**config.mk**
```make
export PLATFORM = sky130hd
export DESIGN_NAME = controle_registrador_flat
export DESIGN_NICKNAME = d
export VERILOG_FILES = /design/src/rtl/controle_registrador_if.sv /design/src/rtl/controle_registrador.sv /design/src/flat_wrapper.sv
export SDC_FILE = /design/constraint.sdc
export NUM_CORES = 1
export LEC_CHECK = 0
export CELL_PAD_IN_SITES_DETAIL_PLACEMENT = 2
export CELL_PAD_IN_SITES_GLOBAL_PLACEMENT = 2
export CORE_MARGIN = 2
export CORE_UTILIZATION = 31
export CTS_BUF_LIST = sky130_fd_sc_hd__clkbuf_4 sky130_fd_sc_hd__clkbuf_8 sky130_fd_sc_hd__clkbuf_16
export DETAILED_ROUTE_END_ITERATION = 10
export HOLD_SLACK_MARGIN = 0.06
export PLACE_DENSITY_LB_ADDON = 0.1
export SLEW_MARGIN = 20
export SYNTH_ARGS = -nofsm -noshare
export SYNTH_HDL_FRONTEND = slang
export SYNTH_SLANG_ARGS = --single-unit
```
**constraint.sdc**
```tcl
create_clock -name clk -period 3.39 [get_ports clk]
set_input_delay 0.678 -clock clk [delete_from_list [all_inputs] [get_ports clk]]
set_output_delay 0.678 -clock clk [all_outputs]
set_load 0.02 [all_outputs]
```
**src/rtl/controle_registrador_if.sv**
```systemverilog
// Command/handshake bundle between a requester and the shift-register sequencer,
// plus the mode/data lines the sequencer drives into the 16-bit register.
interface controle_registrador_if #(
  parameter int LARG    = 16,
  parameter int PASSO_W = 5
);
  logic               start;
  logic [1:0]         cmd;
  logic [LARG-1:0]    dado;
  logic               serial_in;
  logic [PASSO_W-1:0] passos;
  logic               busy;
  logic               done;
  logic               ch1;
  logic               ch0;
  logic               d;
  logic [LARG-1:0]    bits;

  modport master (
    output start, cmd, dado, serial_in, passos,
    input  busy, done, ch1, ch0, d, bits
  );

  modport slave (
    input  start, cmd, dado, serial_in, passos,
    output busy, done, ch1, ch0, d, bits
  );
endinterface

```
**src/rtl/controle_registrador.sv**
```systemverilog
// Sequencer for the 16-bit universal shift register: runs one load/shift/rotate
// command at a time and drives the register's mode, serial and parallel inputs.
module controle_registrador #(
  parameter int LARG    = 16,
  parameter int PASSO_W = 5
) (
  input  logic                   clk,
  input  logic                   rst_n,
  controle_registrador_if.slave  bus
);

  localparam logic [1:0]         CMD_CARGA  = 2'b00;
  localparam logic [1:0]         CMD_DESLOC = 2'b01;
  localparam logic [1:0]         CMD_CROT   = 2'b11;
  localparam logic [PASSO_W-1:0] MAX_PASSOS = PASSO_W'(LARG);

  typedef enum logic [1:0] {OCIOSO, CARGA, DESLOCA, FIM} estado_t;

  estado_t            estado, estado_nxt;
  logic [1:0]         cmd_q, cmd_nxt;
  logic               sin_q, sin_nxt;
  logic [LARG-1:0]    dado_q, dado_nxt;
  logic [PASSO_W-1:0] cnt_q, cnt_nxt;
  logic               busy_q, busy_nxt;
  logic               done_q, done_nxt;
  logic               ch1_q, ch1_nxt;
  logic               ch0_q, ch0_nxt;
  logic               d_q, d_nxt;

  function automatic logic [PASSO_W-1:0] satura(input logic [PASSO_W-1:0] p);
    return (p > MAX_PASSOS) ? MAX_PASSOS : p;
  endfunction

  always_comb begin
    estado_nxt = estado;
    cmd_nxt    = cmd_q;
    sin_nxt    = sin_q;
    dado_nxt   = dado_q;
    cnt_nxt    = cnt_q;
    case (estado)
      OCIOSO: begin
        if (bus.start) begin
          cmd_nxt  = bus.cmd;
          sin_nxt  = bus.serial_in;
          dado_nxt = bus.dado;
          cnt_nxt  = satura(bus.passos);
          if (bus.cmd == CMD_CARGA || bus.cmd == CMD_CROT)
            estado_nxt = CARGA;
          else if (satura(bus.passos) == '0)
            estado_nxt = FIM;
          else
            estado_nxt = DESLOCA;
        end
      end
      CARGA: begin
        if (cmd_q == CMD_CARGA || cnt_q == '0)
          estado_nxt = FIM;
        else
          estado_nxt = DESLOCA;
      end
      DESLOCA: begin
        // Counter holds the steps still to run including this one.
        if (cnt_q != '0)
          cnt_nxt = cnt_q - PASSO_W'(1);
        if (cnt_q <= PASSO_W'(1))
          estado_nxt = FIM;
      end
      FIM:     estado_nxt = OCIOSO;
      default: estado_nxt = OCIOSO;
    endcase
  end

  // Outputs are decoded from the upcoming state so they register on the same edge.
  always_comb begin
    busy_nxt = (estado_nxt != OCIOSO);
    done_nxt = (estado_nxt == FIM);
    ch1_nxt  = 1'b0;
    ch0_nxt  = 1'b0;
    d_nxt    = 1'b0;
    case (estado_nxt)
      CARGA: begin
        ch1_nxt = 1'b1;
      end
      DESLOCA: begin
        if (cmd_nxt == CMD_DESLOC) begin
          ch0_nxt = 1'b1;
          d_nxt   = sin_nxt;
        end else begin
          ch1_nxt = 1'b1;
          ch0_nxt = 1'b1;
        end
      end
      default: ;
    endcase
  end

  always_ff @(posedge clk or negedge rst_n) begin
    if (!rst_n) begin
      estado <= OCIOSO;
      cmd_q  <= '0;
      sin_q  <= 1'b0;
      dado_q <= '0;
      cnt_q  <= '0;
      busy_q <= 1'b0;
      done_q <= 1'b0;
      ch1_q  <= 1'b0;
      ch0_q  <= 1'b0;
      d_q    <= 1'b0;
    end else begin
      estado <= estado_nxt;
      cmd_q  <= cmd_nxt;
      sin_q  <= sin_nxt;
      dado_q <= dado_nxt;
      cnt_q  <= cnt_nxt;
      busy_q <= busy_nxt;
      done_q <= done_nxt;
      ch1_q  <= ch1_nxt;
      ch0_q  <= ch0_nxt;
      d_q    <= d_nxt;
    end
  end

  assign bus.busy = busy_q;
  assign bus.done = done_q;
  assign bus.ch1  = ch1_q;
  assign bus.ch0  = ch0_q;
  assign bus.d    = d_q;
  assign bus.bits = dado_q;

endmodule

```
**src/flat_wrapper.sv**
```systemverilog
// flat-port wrapper written by rule: the top's interface ports become plain ports
module controle_registrador_flat 
#(
  parameter int LARG    = 16,
  parameter int PASSO_W = 5
)
  (clk, rst_n, bus_start, bus_cmd, bus_dado, bus_serial_in, bus_passos, bus_busy, bus_done, bus_ch1, bus_ch0, bus_d, bus_bits);
  controle_registrador_if #(.LARG(LARG), .PASSO_W(PASSO_W)) bus_i ();
  input  logic clk;
  input  logic rst_n;
  input wire logic [$bits(bus_i.start)-1:0] bus_start;
  input wire logic [$bits(bus_i.cmd)-1:0] bus_cmd;
  input wire logic [$bits(bus_i.dado)-1:0] bus_dado;
  input wire logic [$bits(bus_i.serial_in)-1:0] bus_serial_in;
  input wire logic [$bits(bus_i.passos)-1:0] bus_passos;
  output wire logic [$bits(bus_i.busy)-1:0] bus_busy;
  output wire logic [$bits(bus_i.done)-1:0] bus_done;
  output wire logic [$bits(bus_i.ch1)-1:0] bus_ch1;
  output wire logic [$bits(bus_i.ch0)-1:0] bus_ch0;
  output wire logic [$bits(bus_i.d)-1:0] bus_d;
  output wire logic [$bits(bus_i.bits)-1:0] bus_bits;
  assign bus_i.start = bus_start;
  assign bus_i.cmd = bus_cmd;
  assign bus_i.dado = bus_dado;
  assign bus_i.serial_in = bus_serial_in;
  assign bus_i.passos = bus_passos;
  assign bus_busy = bus_i.busy;
  assign bus_done = bus_i.done;
  assign bus_ch1 = bus_i.ch1;
  assign bus_ch0 = bus_i.ch0;
  assign bus_d = bus_i.d;
  assign bus_bits = bus_i.bits;
  controle_registrador #(.LARG(LARG), .PASSO_W(PASSO_W)) u_core (.clk(clk), .rst_n(rst_n), .bus(bus_i));
endmodule
```
==> report_table.html <==
<table>
<tr><th>Metric</th><th>Value</th></tr>
<tr><th colspan="2">Clock tree</th></tr>
<tr><td>Number of sinks handled by clock tree synthesis</td><td>31</td></tr>
<tr><td>Clock transition at the registers of the reported paths</td><td>80 ps</td></tr>
<tr><td>Clock latency of the later-clocked register in the worst-skew pair</td><td>~290 ps</td></tr>
<tr><td>Hold buffer count at cts</td><td>0</td></tr>
<tr><td>H-tree levels</td><td>2</td></tr>
<tr><td>CTS root buffer</td><td>sky130_fd_sc_hd__clkbuf_8</td></tr>
<tr><td>CTS tree</td><td>built</td></tr>
<tr><td>Clock Path Buffers</td><td>2</td></tr>
<tr><td>Cts bufs inserted</td><td>5</td></tr>
<tr><td>Total of cells resized after clock tree synthesis</td><td>0</td></tr>
<tr><td>Postcts setup bufs</td><td>0</td></tr>
<tr><th colspan="2">Synthesis</th></tr>
<tr><td>Syn_nets</td><td>around 170</td></tr>
<tr><td>Number of distinct library cells after synthesis</td><td>35</td></tr>
<tr><td>Top cells by count, synth</td><td>sky130_fd_sc_hd__dfrtp_1 (31), sky130_fd_sc_hd__mux2_2 (19), sky130_fd_sc_hd__ha_1 (10)</td></tr>
<tr><td>Count of yosys warnings during synthesis</td><td>0</td></tr>
<tr><td>Area of the mapped netlist</td><td>roughly 1500 um2</td></tr>
<tr><td>Area fraction of the dominant cell type after synthesis</td><td>0.5012</td></tr>
<tr><td>Number of synthesized flops with an enable pin</td><td>0</td></tr>
<tr><td>Proportion of synthesized flip-flops having asynchronous set or reset</td><td>1.000</td></tr>
<tr><td>Gate Count Post-Synth</td><td>~130</td></tr>
<tr><td>Number of storage elements in the synthesis netlist</td><td>31</td></tr>
<tr><td>Sequential cell area fraction in the yosys report</td><td>0.5012</td></tr>
<tr><td>Largest area contributor in the netlist</td><td>sky130_fd_sc_hd__dfrtp_1</td></tr>
<tr><td>Most used standard cell by instance count after synthesis</td><td>sky130_fd_sc_hd__dfrtp_1</td></tr>
<tr><td>Most area-consuming cells after synthesis</td><td>sky130_fd_sc_hd__dfrtp_1 (50%), sky130_fd_sc_hd__mux2_2 (14%), sky130_fd_sc_hd__ha_1 (8.1%)</td></tr>
<tr><td>Post-synth top flop</td><td>sky130_fd_sc_hd__dfrtp_1</td></tr>
<tr><td>Mean area per synthesized cell</td><td>about 12 um2</td></tr>
<tr><th colspan="2">Drt</th></tr>
<tr><td>Routed via count divided by cell count</td><td>about 4.8</td></tr>
<tr><td>Starting DRT DRC Count</td><td>17</td></tr>
<tr><td>Routed wire length</td><td>~3900 um</td></tr>
<tr><td>Number of iterations in the first detailed-routing pass</td><td>3</td></tr>
<tr><td>Final ANT Viol Nets</td><td>0</td></tr>
<tr><td>Via count</td><td>1197</td></tr>
<tr><td>Post-detailed-route wirelength per cell</td><td>between 15 and 20 um</td></tr>
<tr><td>Post-detailed-route DRC marker count</td><td>0</td></tr>
<tr><th colspan="2">Floorplanning</th></tr>
<tr><td>Starting density of the core</td><td>0.3255</td></tr>
<tr><td>Die area</td><td>roughly 5600 um2</td></tr>
<tr><td>Chip Height</td><td>around 75 um</td></tr>
<tr><td># rows</td><td>25</td></tr>
<tr><td>Top-Level Pins</td><td>48</td></tr>
<tr><td>Horizontal die dimension</td><td>74.66 um</td></tr>
<tr><td>Total core area</td><td>between 4000 and 5000 um2</td></tr>
<tr><th colspan="2">Status</th></tr>
<tr><td>Outcome</td><td>finished, final reports clean</td></tr>
<tr><th colspan="2">Critical path</th></tr>
<tr><td>Worst R2R Setup Slack</td><td>about 880 ps</td></tr>
<tr><td>Max Fanout on Critical Path</td><td>12</td></tr>
<tr><td>Critical register-to-register path startpoint</td><td>u_core.estado[0]</td></tr>
<tr><td>Endpoint class of the critical path</td><td>flip-flop</td></tr>
<tr><td>Capture instance of the worst register-to-register path</td><td>u_core.bus.ch1</td></tr>
<tr><td>CP required</td><td>between 3000 and 4000 ps</td></tr>
<tr><td>Critical path class</td><td>in -&gt; reg</td></tr>
<tr><td>Worst Reg-to-Reg Cells</td><td>8</td></tr>
<tr><td>Worst EP arrival</td><td>roughly 2700 ps</td></tr>
<tr><td>Nature of the critical path startpoint</td><td>primary input</td></tr>
<tr><th colspan="2">Power and ir drop</th></tr>
<tr><td>Leakage</td><td>0.9431 nW</td></tr>
<tr><td>Areal power density over the cells</td><td>approximately 970 nW/um2</td></tr>
<tr><td>Max rail drop VDD</td><td>between 0.0003 and 0.0004 V</td></tr>
<tr><th colspan="2">Global routing</th></tr>
<tr><td>GRT Resource Usage Total</td><td>0.1544</td></tr>
<tr><td>Number of antenna violations at the first check in global routing</td><td>0</td></tr>
<tr><td>Global-route wire length before repair</td><td>6361 um</td></tr>
<tr><td>Vias in the first global route</td><td>about 1300</td></tr>
<tr><td>Pin count of the biggest net entering global routing</td><td>32</td></tr>
<tr><td>Grt total ovfl</td><td>0</td></tr>
<tr><th colspan="2">STA</th></tr>
<tr><td>Max Slew Vio Count</td><td>0</td></tr>
<tr><td>Worst Tran Pin Value</td><td>554.9 ps</td></tr>
<tr><td>RSZ-0062 raised after global routing</td><td>false</td></tr>
<tr><td>Setup total negative slack</td><td>0 ps</td></tr>
<tr><td>Clock tree skew after final layout</td><td>around 11 ps</td></tr>
<tr><td>Worst slew slack as a fraction of its limit</td><td>0.6301</td></tr>
<tr><td>Fmax</td><td>between 300 and 400 MHz</td></tr>
<tr><td>Tcrit/Tclk final</td><td>0.7470</td></tr>
<tr><td>Min cycle time layout</td><td>between 2000 and 3000 ps</td></tr>
<tr><td>Setup-violating endpoint count in the final report</td><td>0</td></tr>
<tr><td>Final number of hold-violating endpoints</td><td>0</td></tr>
<tr><th colspan="2">Place</th></tr>
<tr><td>Total half-perimeter wirelength after legalization and detailed placement</td><td>around 3000 um</td></tr>
<tr><td>Routability cong.</td><td>~0.86</td></tr>
<tr><td>Total cell area at the placement stage</td><td>2090 um2</td></tr>
<tr><td>Buffers on Ports</td><td>47</td></tr>
<tr><th colspan="2">Cells and area</th></tr>
<tr><td>Post-route cell area</td><td>~2200 um2</td></tr>
<tr><td>Final layout net count</td><td>between 200 and 250</td></tr>
<tr><td>Synthesis-to-finish area growth</td><td>42.60%</td></tr>
<tr><td>Antenna diode count</td><td>0</td></tr>
<tr><td>Share of final-layout standard cells stronger than drive strength 1</td><td>0.1989</td></tr>
<tr><th colspan="2">Min path</th></tr>
<tr><td>Origin of the worst min-delay path</td><td>u_core.bus.bits[0]</td></tr>
<tr><td>HP Class</td><td>reg -&gt; reg</td></tr>
<tr><td>Endpoint, Worst Hold</td><td>u_core.bus.bits[0]</td></tr>
<tr><td>Cells on Worst Hold Path</td><td>1</td></tr>
<tr><th colspan="2">Flow run</th></tr>
<tr><td>Number of max-cap violations</td><td>0</td></tr>
</table>
-- layer usage --
| metal | GRT usage | wire [um] | vias up |
|---|---|---|---|
| li1 | - | - | 561 |
| met1 | 0.1855 | 1611 | 600 |
| met2 | 0.2704 | 2041 | 29 |
| met3 | 0.03347 | 166 | 7 |
| met4 | 0.05952 | 57 | 0 |
| met5 | 0 | 0 | - |
-- where the power goes --
| part | switching, mW | total [mW] | internal (mW) |
|---|---|---|---|
| sequential | 0.111 | 0.661 | 0.550 |
| combinational | 0.536 | 1.09 | 0.550 |
| clock | 0.148 | 0.386 | 0.238 |
-- cell usage in the layout, fill, tap and decap left out, drive strengths merged, types with 5 or more instances in the layout --
master / instances
clkbuf: 6
dfrtp: 31
clkdlybuf4s50: 47
mux2: 19
ha: 10
inv: 8
nor2: 5
nor2b: 6
nand2b: 5
-- worst max-delay path by stage --
stage                           from        endpoint  slack, ps  depth (start not counted)
floorplan                  bus_start  u_core.bus.ch1       1510                          8
global placement           bus_start    u_core.bus.d        660                          5
detailed placement         bus_start  u_core.bus.ch1        540                          7
CTS                        bus_start  u_core.bus.ch1        790                          7
global route        u_core.estado[0]  u_core.bus.ch1        650                          8
finish                     bus_start  u_core.bus.ch1        860                          7
-- final cells by class --
| class | count | area, um2 |
|---|---|---|
| well taps | 67 | 83.83 |
| inverters | 8 | 30.03 |
| multi-input cells | 85 | 714.4 |
| repair buffers | 49 | 485.5 |
| clock buffers | 6 | 82.58 |
| fillers | 512 | 2547 |
| clock inverters | 2 | 35.03 |
| flip-flops and latches | 31 | 775.7 |
-- through the flow --
| stage | total power, mW | setup WS, ps | cells | hold WS [ps] | util |
|---|---|---|---|---|---|
| 3_3_place_gp | 1.717 | 659.7 | 240 | 484.5 | 0.4395 |
| 4_1_cts | 2.173 | 787.7 | 248 | 514.1 | 0.4642 |
| 6_report | 2.133 | 857.5 | 248 | 507.2 | 0.4642 |
| 2_1_floorplan | 1.335 | 1507 | 129 | 382.4 | - |
| 5_1_grt | 2.297 | 649.3 | 248 | 534.8 | 0.4642 |
| 3_5_place_dp | 1.780 | 539.3 | 240 | 496.1 | 0.4395 |
-- state kept, by name, summed over array words and instances, names as in the netlist --
register,count
u_core.cmd_q,2
u_core.cnt_q,5
u_core.bus.bits,16
u_core.estado,2
u_core.bus.ch0,1
u_core.bus.busy,1
u_core.bus.d,1
u_core.bus.done,1
u_core.sin_q,1
u_core.bus.ch1,1
-- worst max-delay path, stage by stage --
cell                              delay, ps
sky130_fd_sc_hd__clkdlybuf4s50_1        600
sky130_fd_sc_hd__and2_1                 530
sky130_fd_sc_hd__nand3_1                220
sky130_fd_sc_hd__and4_1                 270
sky130_fd_sc_hd__ha_1                   230
sky130_fd_sc_hd__o211ai_1                90
sky130_fd_sc_hd__a21oi_1                 90
-- logic make-up (layout without fill, tap and decap cells) --
kind of cell,after synthesis,count (layout),synth area share
AND/OR/NAND/NOR,34,34,0.1399
multiplexers,21,21,0.1512
buffers and inverters,13,65,0.03718
AO/OA/AOI/OAI,20,20,0.08974
adder cells (fa/ha/maj),10,10,0.08084
flip-flops,31,31,0.5012
(Power assumes the default switching activity.)
